===== src/rtl/reg_file_io.sv =====
`default_nettype none
// ============================================================================
// Module   : reg_file_io
// Purpose  : CPU register file with NREGS-1 general-purpose registers and a
//            memory-mapped I/O slot at address NREGS-1. It has two
//            combinational read ports and one synchronous write port. The I/O
//            slot is buffered in each direction by a one-entry register with
//            a valid/ready handshake.
// Revision : 1.0  initial release
//
// Ports
//   clk, rst_n            clock (rising edge), asynchronous active-low reset
//   ra_a/ra_d/ra_take     read port A; ra_take consumes the I/O input word
//   rb_a/rb_d             read port B; never consumes
//   we/wa/wd              synchronous write port
//   io_stall              write to I/O refused this cycle (retry required)
//   io_in_avail           input holding register full
//   user_in/user_valid/user_ready           external input handshake
//   user_out/user_out_valid/user_out_ready  external output handshake
//
// Build option
//   REG_FILE_BYPASS_EN    when defined, GP writes are forwarded combinationally
//                         to a read port that addresses the same register
//                         in the same cycle. I/O reads are never forwarded.
// ============================================================================
module reg_file_io #(
  parameter  int WIDTH = 8,
  parameter  int NREGS = 4,
  localparam int AW    = $clog2(NREGS)
) (
  input  logic             clk,
  input  logic             rst_n,
  input  logic [AW-1:0]    ra_a,
  output logic [WIDTH-1:0] ra_d,
  input  logic             ra_take,
  input  logic [AW-1:0]    rb_a,
  output logic [WIDTH-1:0] rb_d,
  input  logic             we,
  input  logic [AW-1:0]    wa,
  input  logic [WIDTH-1:0] wd,
  output logic             io_stall,
  output logic             io_in_avail,
  input  logic [WIDTH-1:0] user_in,
  input  logic             user_valid,
  output logic             user_ready,
  output logic [WIDTH-1:0] user_out,
  output logic             user_out_valid,
  input  logic             user_out_ready
);

  localparam logic [AW-1:0] IO_ADDR = AW'(NREGS - 1);

  logic [WIDTH-1:0] gp_q [NREGS-1];
  logic [WIDTH-1:0] in_buf_q,  in_buf_d;
  logic             in_full_q, in_full_d;
  logic [WIDTH-1:0] out_buf_q, out_buf_d;
  logic             out_full_q, out_full_d;

  logic wr_io;
  logic wr_gp;
  logic io_accept;

  assign wr_io     = we && (wa == IO_ADDR);
  assign wr_gp     = we && (wa != IO_ADDR);
  // A full output register can still take a word in the cycle it drains.
  assign io_accept = wr_io && (!out_full_q || user_out_ready);

  // Next-state logic for both I/O buffers
  always_comb begin
    in_buf_d   = in_buf_q;
    in_full_d  = in_full_q;
    out_buf_d  = out_buf_q;
    out_full_d = out_full_q;

    // Capture only when empty, so capture and take never coincide.
    if (user_valid && !in_full_q) begin
      in_buf_d  = user_in;
      in_full_d = 1'b1;
    end else if (ra_take && (ra_a == IO_ADDR) && in_full_q) begin
      in_full_d = 1'b0;
    end

    if (io_accept) begin
      out_buf_d  = wd;
      out_full_d = 1'b1;
    end else if (out_full_q && user_out_ready) begin
      out_full_d = 1'b0;
    end
  end

  always_ff @(posedge clk or negedge rst_n) begin
    if (!rst_n) begin
      for (int i = 0; i < NREGS - 1; i++) begin
        gp_q[i] <= '0;
      end
      in_buf_q   <= '0;
      in_full_q  <= 1'b0;
      out_buf_q  <= '0;
      out_full_q <= 1'b0;
    end else begin
      for (int i = 0; i < NREGS - 1; i++) begin
        if (wr_gp && (wa == AW'(i))) begin
          gp_q[i] <= wd;
        end
      end
      in_buf_q   <= in_buf_d;
      in_full_q  <= in_full_d;
      out_buf_q  <= out_buf_d;
      out_full_q <= out_full_d;
    end
  end

  // Combinational read ports
  always_comb begin
    ra_d = '0;
    rb_d = '0;
    if (ra_a == IO_ADDR) ra_d = in_buf_q;
    if (rb_a == IO_ADDR) rb_d = in_buf_q;
    for (int i = 0; i < NREGS - 1; i++) begin
      if (ra_a == AW'(i)) ra_d = gp_q[i];
      if (rb_a == AW'(i)) rb_d = gp_q[i];
    end
`ifdef REG_FILE_BYPASS_EN
    // wr_gp already excludes the I/O address, so I/O is never forwarded.
    if (wr_gp && (wa == ra_a)) ra_d = wd;
    if (wr_gp && (wa == rb_a)) rb_d = wd;
`else
`endif
  end

  assign io_stall       = wr_io && out_full_q && !user_out_ready;
  assign io_in_avail    = in_full_q;
  assign user_ready     = !in_full_q;
  assign user_out       = out_buf_q;
  assign user_out_valid = out_full_q;

endmodule
`default_nettype wire

===== config.mk =====
export PLATFORM = sky130hd
export DESIGN_NAME = reg_file_io
export DESIGN_NICKNAME = d
export VERILOG_FILES = /design/src/rtl/reg_file_io.sv
export SDC_FILE = /design/constraint.sdc
export NUM_CORES = 1
export LEC_CHECK = 0
export ABC_AREA = 1
export CORE_MARGIN = 3
export CORE_UTILIZATION = 50
export DETAILED_ROUTE_END_ITERATION = 16
export PLACE_DENSITY = 0.9
export SLEW_MARGIN = 30
export SYNTH_ARGS = -nofsm -noshare
export SYNTH_HDL_FRONTEND = slang
export SYNTH_SLANG_ARGS = --single-unit

===== constraint.sdc =====
create_clock -name clk -period 2.3 [get_ports clk]
set_input_delay 0.46 -clock clk [delete_from_list [all_inputs] [get_ports clk]]
set_output_delay 0.46 -clock clk [all_outputs]
set_load 0.05 [all_outputs]

Yosys cells after proc, flatten, opt, wreduce, memory -nomap -nowiden
Cells that the tools add are included.
Widths: inputs -> output; s select.

word-level totals
  output and inout port bits = 28
  input bits = 28
  logic and storage cells = 50
  register bits after elaboration = 42

operators by class
  eq/ne operators = 10
  reduce and logical (&&, ||, !) cells = 21
  muxes and demuxes = 12

operators with widths
  operator            count
  $mux 8              8
  $eq 2x2->1 const B  6
  $logic_and 1x1->1   12
  $eq 2x1->1 const B  3
  $logic_not 2->1     3
  $mux 1              4
  $reduce_bool 2->1   2
  $logic_not 1->1     3
  $ne 2x2->1 const B  1
  $logic_or 1x1->1    1

Depth between registers and ports, before layout
Gate-level depths: netlist of the first run.

  depth after elaboration = 5
  depth in mapped cells = 5
  gate-level depth less buffers = 5

Worst setup path before layout of the first run
Ideal clock, no wire load.

  kind = register to output
  start point = register out_full_q, in the netlist user_out_valid
  end point = output port io_stall
  stages on the path, launching flop included = 4
  slack = -186 ps
  required time = 1840 ps
  path buffers = 1
  arrival time = 2026 ps
  cell sequence = dfrtp_1 -> nand2_1 -> clkbuf_1 -> nor3_1

on the way
  longest elaborated chain between the ends = 2

ends and longest elaborated chain
  element                          RTL line  text
  start, declared                  57        logic out_full_q, out_full_d;
  start signal, assigned           109       out_full_q <= out_full_d;
  $logic_and 1x1->1 (2 in series)  131       assign io_stall = wr_io && out_full_q && !user_out_ready;
  end, declared                    41        output logic io_stall,

Every way passes these cells.

Final worst setup path of the first run
  start point = input port rb_a[0]
  end point = output port rb_d[2]

on the way
  longest elaborated chain between the ends = 5
  elaborated cells between the ends (all ways) = 8
  those cells by class = eq/ne (3); mux (4); reduce/logical (1)

ends and longest elaborated chain
  element               RTL line  text
  start, declared       36        input logic [AW-1:0] rb_a,
  $eq 2x2->1            118       if (rb_a == IO_ADDR) rb_d = in_buf_q;
  $mux 8                118
  $mux 8 (2 in series)  121       if (rb_a == AW'(i)) rb_d = gp_q[i];
  $mux 8 *              121
  end, declared         37        output logic [WIDTH-1:0] rb_d,

Mark *: on every way between the ends. The rest lies on a longest branch, timed or not.

==> impl_metrics.json, run 1 <==
{
  "synth_common_cells": "nand2_1 (78), nand3_1 (68), dfrtp_1 (42)",
  "htreeDepth": 2,
  "synth.area.top_cells": "dfrtp_1 (51%), nand3_1 (17%), nand2_1 (14%)",
  "antenna_found_initial": 0,
  "yosysTopAreaCellShare_pct": 51.2,
  "yosysWarnings": 0,
  "clock_sinks": 42,
  "grt_pass1_vias": 2144,
  "tritoncts": "done",
  "drtIter0Drc": 436,
  "synth-edff-count": 0,
  "dpl.hpwl_mm": 4.22,
  "post-synth-top-area-cell": "dfrtp_1",
  "setup_tns_ns": 0,
  "ys_seq_area_share_pct": 51.2,
  "ys_types": 13,
  "synth_fp_nets": 290,
  "wl_mm": 5.79,
  "cp-start-kind": "input port",
  "avgSynthCellArea_sq_um": 7.84,
  "die_area_sq_um": 4910,
  "synth-seq-cells": 42,
  "fin_crit_ns": 2.27,
  "portBuffers": 55,
  "ant_nets": 0,
  "syn-cell-area_sq_um": 2050,
  "syn_to_final_growth_pct": 41.6,
  "ctsResizeCount": 1,
  "grt_usage_pct": 24.7,
  "ir_drop_v": 0.000501,
  "required_ns": 1.84,
  "arrival_ns": 1.81,
  "cts_root_buf": "clkbuf_8",
  "avgRoutedWirePerCell_microns": 15.8,
  "rows": 22,
  "rsz0062_at_grt": "no",
  "drive_above_1_share_pct": 11.6,
  "powerDensity_nw_per_um2": 924,
  "synth_flop_cell": "dfrtp_1",
  "period_share_pct": 98.5,
  "cts_hold_buffers": 0,
  "nets": 346,
  "gp_congestion": 0.889,
  "diodes": 0,
  "clock_latency_ns": 0.30,
  "die_h_microns": 70.1,
  "clock_skew_ns": 0.00251,
  "initial_core_util_pct": 54.1,
  "grt_pass1_wl_mm": 9.85,
  "viasPerCell": 5.96,
  "clkTransAtPathRegs_ns": 0.07,
  "maxCapViolations": 0,
  "grt_start_max_net_pins": 43,
  "status": "complete, no violations",
  "dr.pass1.iters": 6,
  "design.core.area_sq_um": 3800,
  "slew_headroom_pct": 61.8,
  "fmax_mhz": 441,
  "drcViolationCount": 0,
  "whs_ns": 0.137,
  "setup_violations": 0,
  "cp_max_fo": 8,
  "synth.most_common_cell": "nand2_1",
  "p_leak_nw": 1.37,
  "async_flop_share_pct": 100,
  "final_max_slew_viol_count": 0,
  "cts-buffers-inserted": 5,
  "crit_type": "in2out",
  "hold_viol_final": 0,
  "vias": 2180,
  "tightestPinTransition_ns": 0.571,
  "syn_inst": 262,
  "hp-class": "in2async",
  "overflow": 0,
  "post-route-util_pct": 76.5,
  "die_x_microns": 70.1,
  "post_cts_buffers": 0,
  "ios": 56,
  "end_kind": "output pin",
  "cts_buffer_depth": 2
}
==> final timing paths <==
kind	to	slack [ns]	cells past startpoint	from
min in group clk	user_out[6]	0.48	2	user_out[6]
setup reg to reg	in_buf_q[2]	1.21	4	io_in_avail
hold reg to reg	user_out[6]	0.48	2	user_out[6]
hold / removal	user_out[6]	0.14	1	rst_n
setup / recovery	rb_d[2]	0.03	5	rb_a[0]
max in group asynchronous	user_out[0]	1.79	1	rst_n
==> registers in the layout, indices dropped and copies added, names as in the netlist <==
name / count
user_out: 8
io_in_avail: 1
gp_q: 24
in_buf_q: 8
user_out_valid: 1
==> cell usage in the layout, fill, tap and decap left out <==
cell type / n
o21ai_0: 24
clkinv_2: 2
nand3_1: 68
clkdlybuf4s50_1: 37
nand2_2: 1
buf_12: 17
inv_2: 1
clkbuf_8: 5
nand2_1: 78
nor2_1: 1
inv_1: 15
nand4_1: 16
dfrtp_1: 42
buf_4: 8
nor3_2: 1
nor2_2: 2
==> final cells by class <==
class                      instances  area (sq um)
sequential                        42          1050
fill                             246           892
multi-input combinational        191           886
timing repair buffer              62           771
clock buffer                       5          68.8
inverter                          16          60.1
tap                               48          60.1
clock inverter                     2          10.0
==> power by group <==
| group | leakage, nW | internal, mW | switching [mW] |
|---|---|---|---|
| Combinational | 0.802 | 0.483 | 0.709 |
| Clock | 0.0438 | 0.204 | 0.242 |
| Sequential | 0.522 | 0.905 | 0.143 |
| Total | 1.37 | 1.59 | 1.09 |
==> worst max-delay path: stages <==
cell and delay (ns):
clkdlybuf4s50_1 0.47, nor2_1 0.44, nand2_1 0.12, nand4_1 0.16, buf_12 0.16
==> cells by family after synthesis <==
family	count (synthesis)	synth area share, %
compound gates	24	5.85
flops	42	51.2
simple gates	167	36.9
buf+inv	29	6.03
==> per-layer routing <==
metal / vias up / global-route usage, % / wire [microns]
met5: - / 0 / 0
met4: 0 / 9.79 / 161
met3: 28 / 5.47 / 447
met2: 117 / 41.4 / 3000
met1: 1036 / 31.0 / 2190
li1: 999 / - / -
==> metrics by stage <==
| step | std cells | instance area (sq um) | total power, mW | setup slack, ns |
|---|---|---|---|---|
| floorplan | 262 | 2060 | 1.68 | 0.239 |
| global placement | 359 | 2820 | 2.21 | 0.0855 |
| detailed placement | 359 | 2820 | 2.24 | 0.00411 |
| CTS | 366 | 2900 | 2.69 | 0.0813 |
| global route | 366 | 2910 | 2.82 | 0.00318 |
| finish | 366 | 2910 | 2.69 | 0.0336 |
(Power assumes the default switching activity.)
==> run 2, diff against run 1 <==
--- a/config.mk
+++ b/config.mk
@@ -6,7 +6,7 @@
 export NUM_CORES = 1
 export LEC_CHECK = 0
 export ABC_AREA = 1
-export CORE_MARGIN = 3
+export CORE_MARGIN = 1
 export CORE_UTILIZATION = 50
 export DETAILED_ROUTE_END_ITERATION = 16
 export PLACE_DENSITY = 0.9
==> run 2 against run 1 <==
Against the previous run:
- sequential cell count is the same
- largest power group unchanged
- sequential power about the same
- clock power up 31%
- die area down 11%
==> impl_metrics.json, run 2 (synthesized netlist as in run 1, its figures left out) <==
{
  "period_share_pct": 96.0,
  "max_stage_delay_ns": 0.48,
  "required_ns": 1.84,
  "clkTransAtPathRegs_ns": 0.08,
  "vias": 2193,
  "top_register": "gp_q",
  "wl_mm": 5.73,
  "grt_pass1_wl_mm": 9.43,
  "setup_violations": 0,
  "rows": 22,
  "most-common-layout-cells": "nand2_1 (78), nand3_1 (68), dfrtp_1 (42), clkdlybuf4s50_1 (37), o21ai_0 (24)",
  "cts_root_buf": "clkbuf_8",
  "final_common_cell": "nand2_1",
  "ir_drop_v": 0.000906,
  "die_area_sq_um": 4370,
  "portBuffers": 55,
  "drcViolationCount": 0,
  "initial_core_util_pct": 54.1,
  "slew_headroom_pct": 60.0,
  "viasPerCell": 5.91,
  "clock_sinks": 42,
  "rsz0062_at_grt": "no",
  "avgRoutedWirePerCell_microns": 15.4,
  "grt_start_max_net_pins": 43,
  "cp_max_fo": 8,
  "overflow": 0,
  "largest_register_ffs": 24,
  "tightestPinTransition_ns": 0.598,
  "ant_nets": 0,
  "post_cts_buffers": 0,
  "whs_ns": 0.219,
  "maxCapViolations": 0,
  "post-route-util_pct": 78.2,
  "place_area_sq_um": 2850,
  "dr.pass1.iters": 5,
  "cp-start-kind": "input port",
  "setup_tns_ns": 0,
  "tritoncts": "done",
  "antenna_found_initial": 0,
  "clock_latency_ns": 0.30,
  "final_max_slew_viol_count": 0,
  "ios": 56,
  "status": "complete, no violations",
  "drtIter0Drc": 271,
  "design_area_sq_um": 2970,
  "dpl.hpwl_mm": 4.12,
  "design.core.area_sq_um": 3800,
  "diodes": 0,
  "fin_crit_ns": 2.21,
  "powerDensity_nw_per_um2": 953,
  "grt_usage_pct": 29.4,
  "cts_buffer_depth": 2,
  "end_kind": "output pin",
  "arrival_ns": 1.75,
  "p_total_mw": 2.83,
  "nets": 350,
  "htreeDepth": 2,
  "p_leak_nw": 1.40,
  "hp-class": "in2async",
  "grt_pass1_vias": 2052,
  "drive_above_1_share_pct": 13.3,
  "die_h_microns": 66.1,
  "syn_to_final_growth_pct": 44.7,
  "gp_congestion": 0.883,
  "cp_slowest_cell": "clkdlybuf4s50_1",
  "fmax_mhz": 453,
  "cts-buffers-inserted": 5,
  "clock_skew_ns": 0.00458,
  "path_cells": "clkdlybuf4s50_1, nor2_2, nand2_1, nand4_1, buf_12",
  "die_x_microns": 66.1,
  "hold_viol_final": 0,
  "crit_type": "in2out"
}
## run 2: cell types whose count changed in the layout (fill, tap and decap cells not counted), sizes merged
cell,before,now
inv,16,17
clkinv,2,1
bufinv,0,1
buf,25,29
## run 2: routing by layer
metal / up-vias / wire length (microns) / track usage [%]
met2: 118 / 2920 / 49.6
met5: - / 0 / 0
met4: 0 / 101 / 12.2
met3: 17 / 443 / 6.21
li1: 1012 / - / -
met1: 1046 / 2270 / 36.3
## run 2: per-stage QoR
step	cells	worst slack, ns
floorplan	262	0.239
global placement	363	0.0558
detailed placement	363	0.0277
CTS	371	0.0213
global route	371	0.0216
finish	371	0.0929
## run 2: worst max-delay path: cells and delay by family
family,cells,cell delay [ns]
buffers and inverters,2,0.64
AND/OR/NAND/NOR,3,0.64
## run 2: final timing paths
check / from / end / slack [ns] / cells after the start
worst max-delay path: rb_a[1] / rb_d[4] / 0.09 / 5
worst min-delay path: rst_n / user_out[4] / 0.22 / 2
worst max register to register: io_in_avail / in_buf_q[5] / 1.23 / 4
worst min register to register: user_out[1] / user_out[1] / 0.48 / 2
max in group asynchronous: rst_n / in_buf_q[7] / 1.71 / 2
min in group clk: user_out[1] / user_out[1] / 0.48 / 2
## run 2: final cells by class
cell class | count | area, sq um
clock inverters | 3 | 43.8
multi-input cells | 191 | 888
fillers | 242 | 828
well taps | 48 | 60.1
inverters | 16 | 60.1
flip-flops and latches | 42 | 1050
clock buffers | 5 | 68.8
repair buffers | 66 | 798
## run 2: what timing repair did
item / 4_1_cts / 5_1_grt
hold buffers: 0 / 0
resized for setup: 1 / 1
setup endpoints to repair: 5 / 8
## run 2: power by group
part	internal [mW]	total [mW]	switching, mW	leakage (nW)
clock	0.325	0.586	0.260	0.0585
combinational	0.487	1.18	0.697	0.821
sequential	0.905	1.06	0.156	0.522
==> run 3, diff against run 2 <==
--- a/config.mk
+++ b/config.mk
@@ -8,6 +8,8 @@
 export ABC_AREA = 1
 export CORE_MARGIN = 1
 export CORE_UTILIZATION = 50
+export CTS_BUF_LIST = sky130_fd_sc_hd__clkbuf_2 sky130_fd_sc_hd__clkbuf_4 sky130_fd_sc_hd__clkbuf_8
+export CTS_CLUSTER_SIZE = 30
 export DETAILED_ROUTE_END_ITERATION = 16
 export PLACE_DENSITY = 0.9
 export SLEW_MARGIN = 30
==> results of run 3 <==
No change in the layout: final DEF, timing and power equal those of run 2.
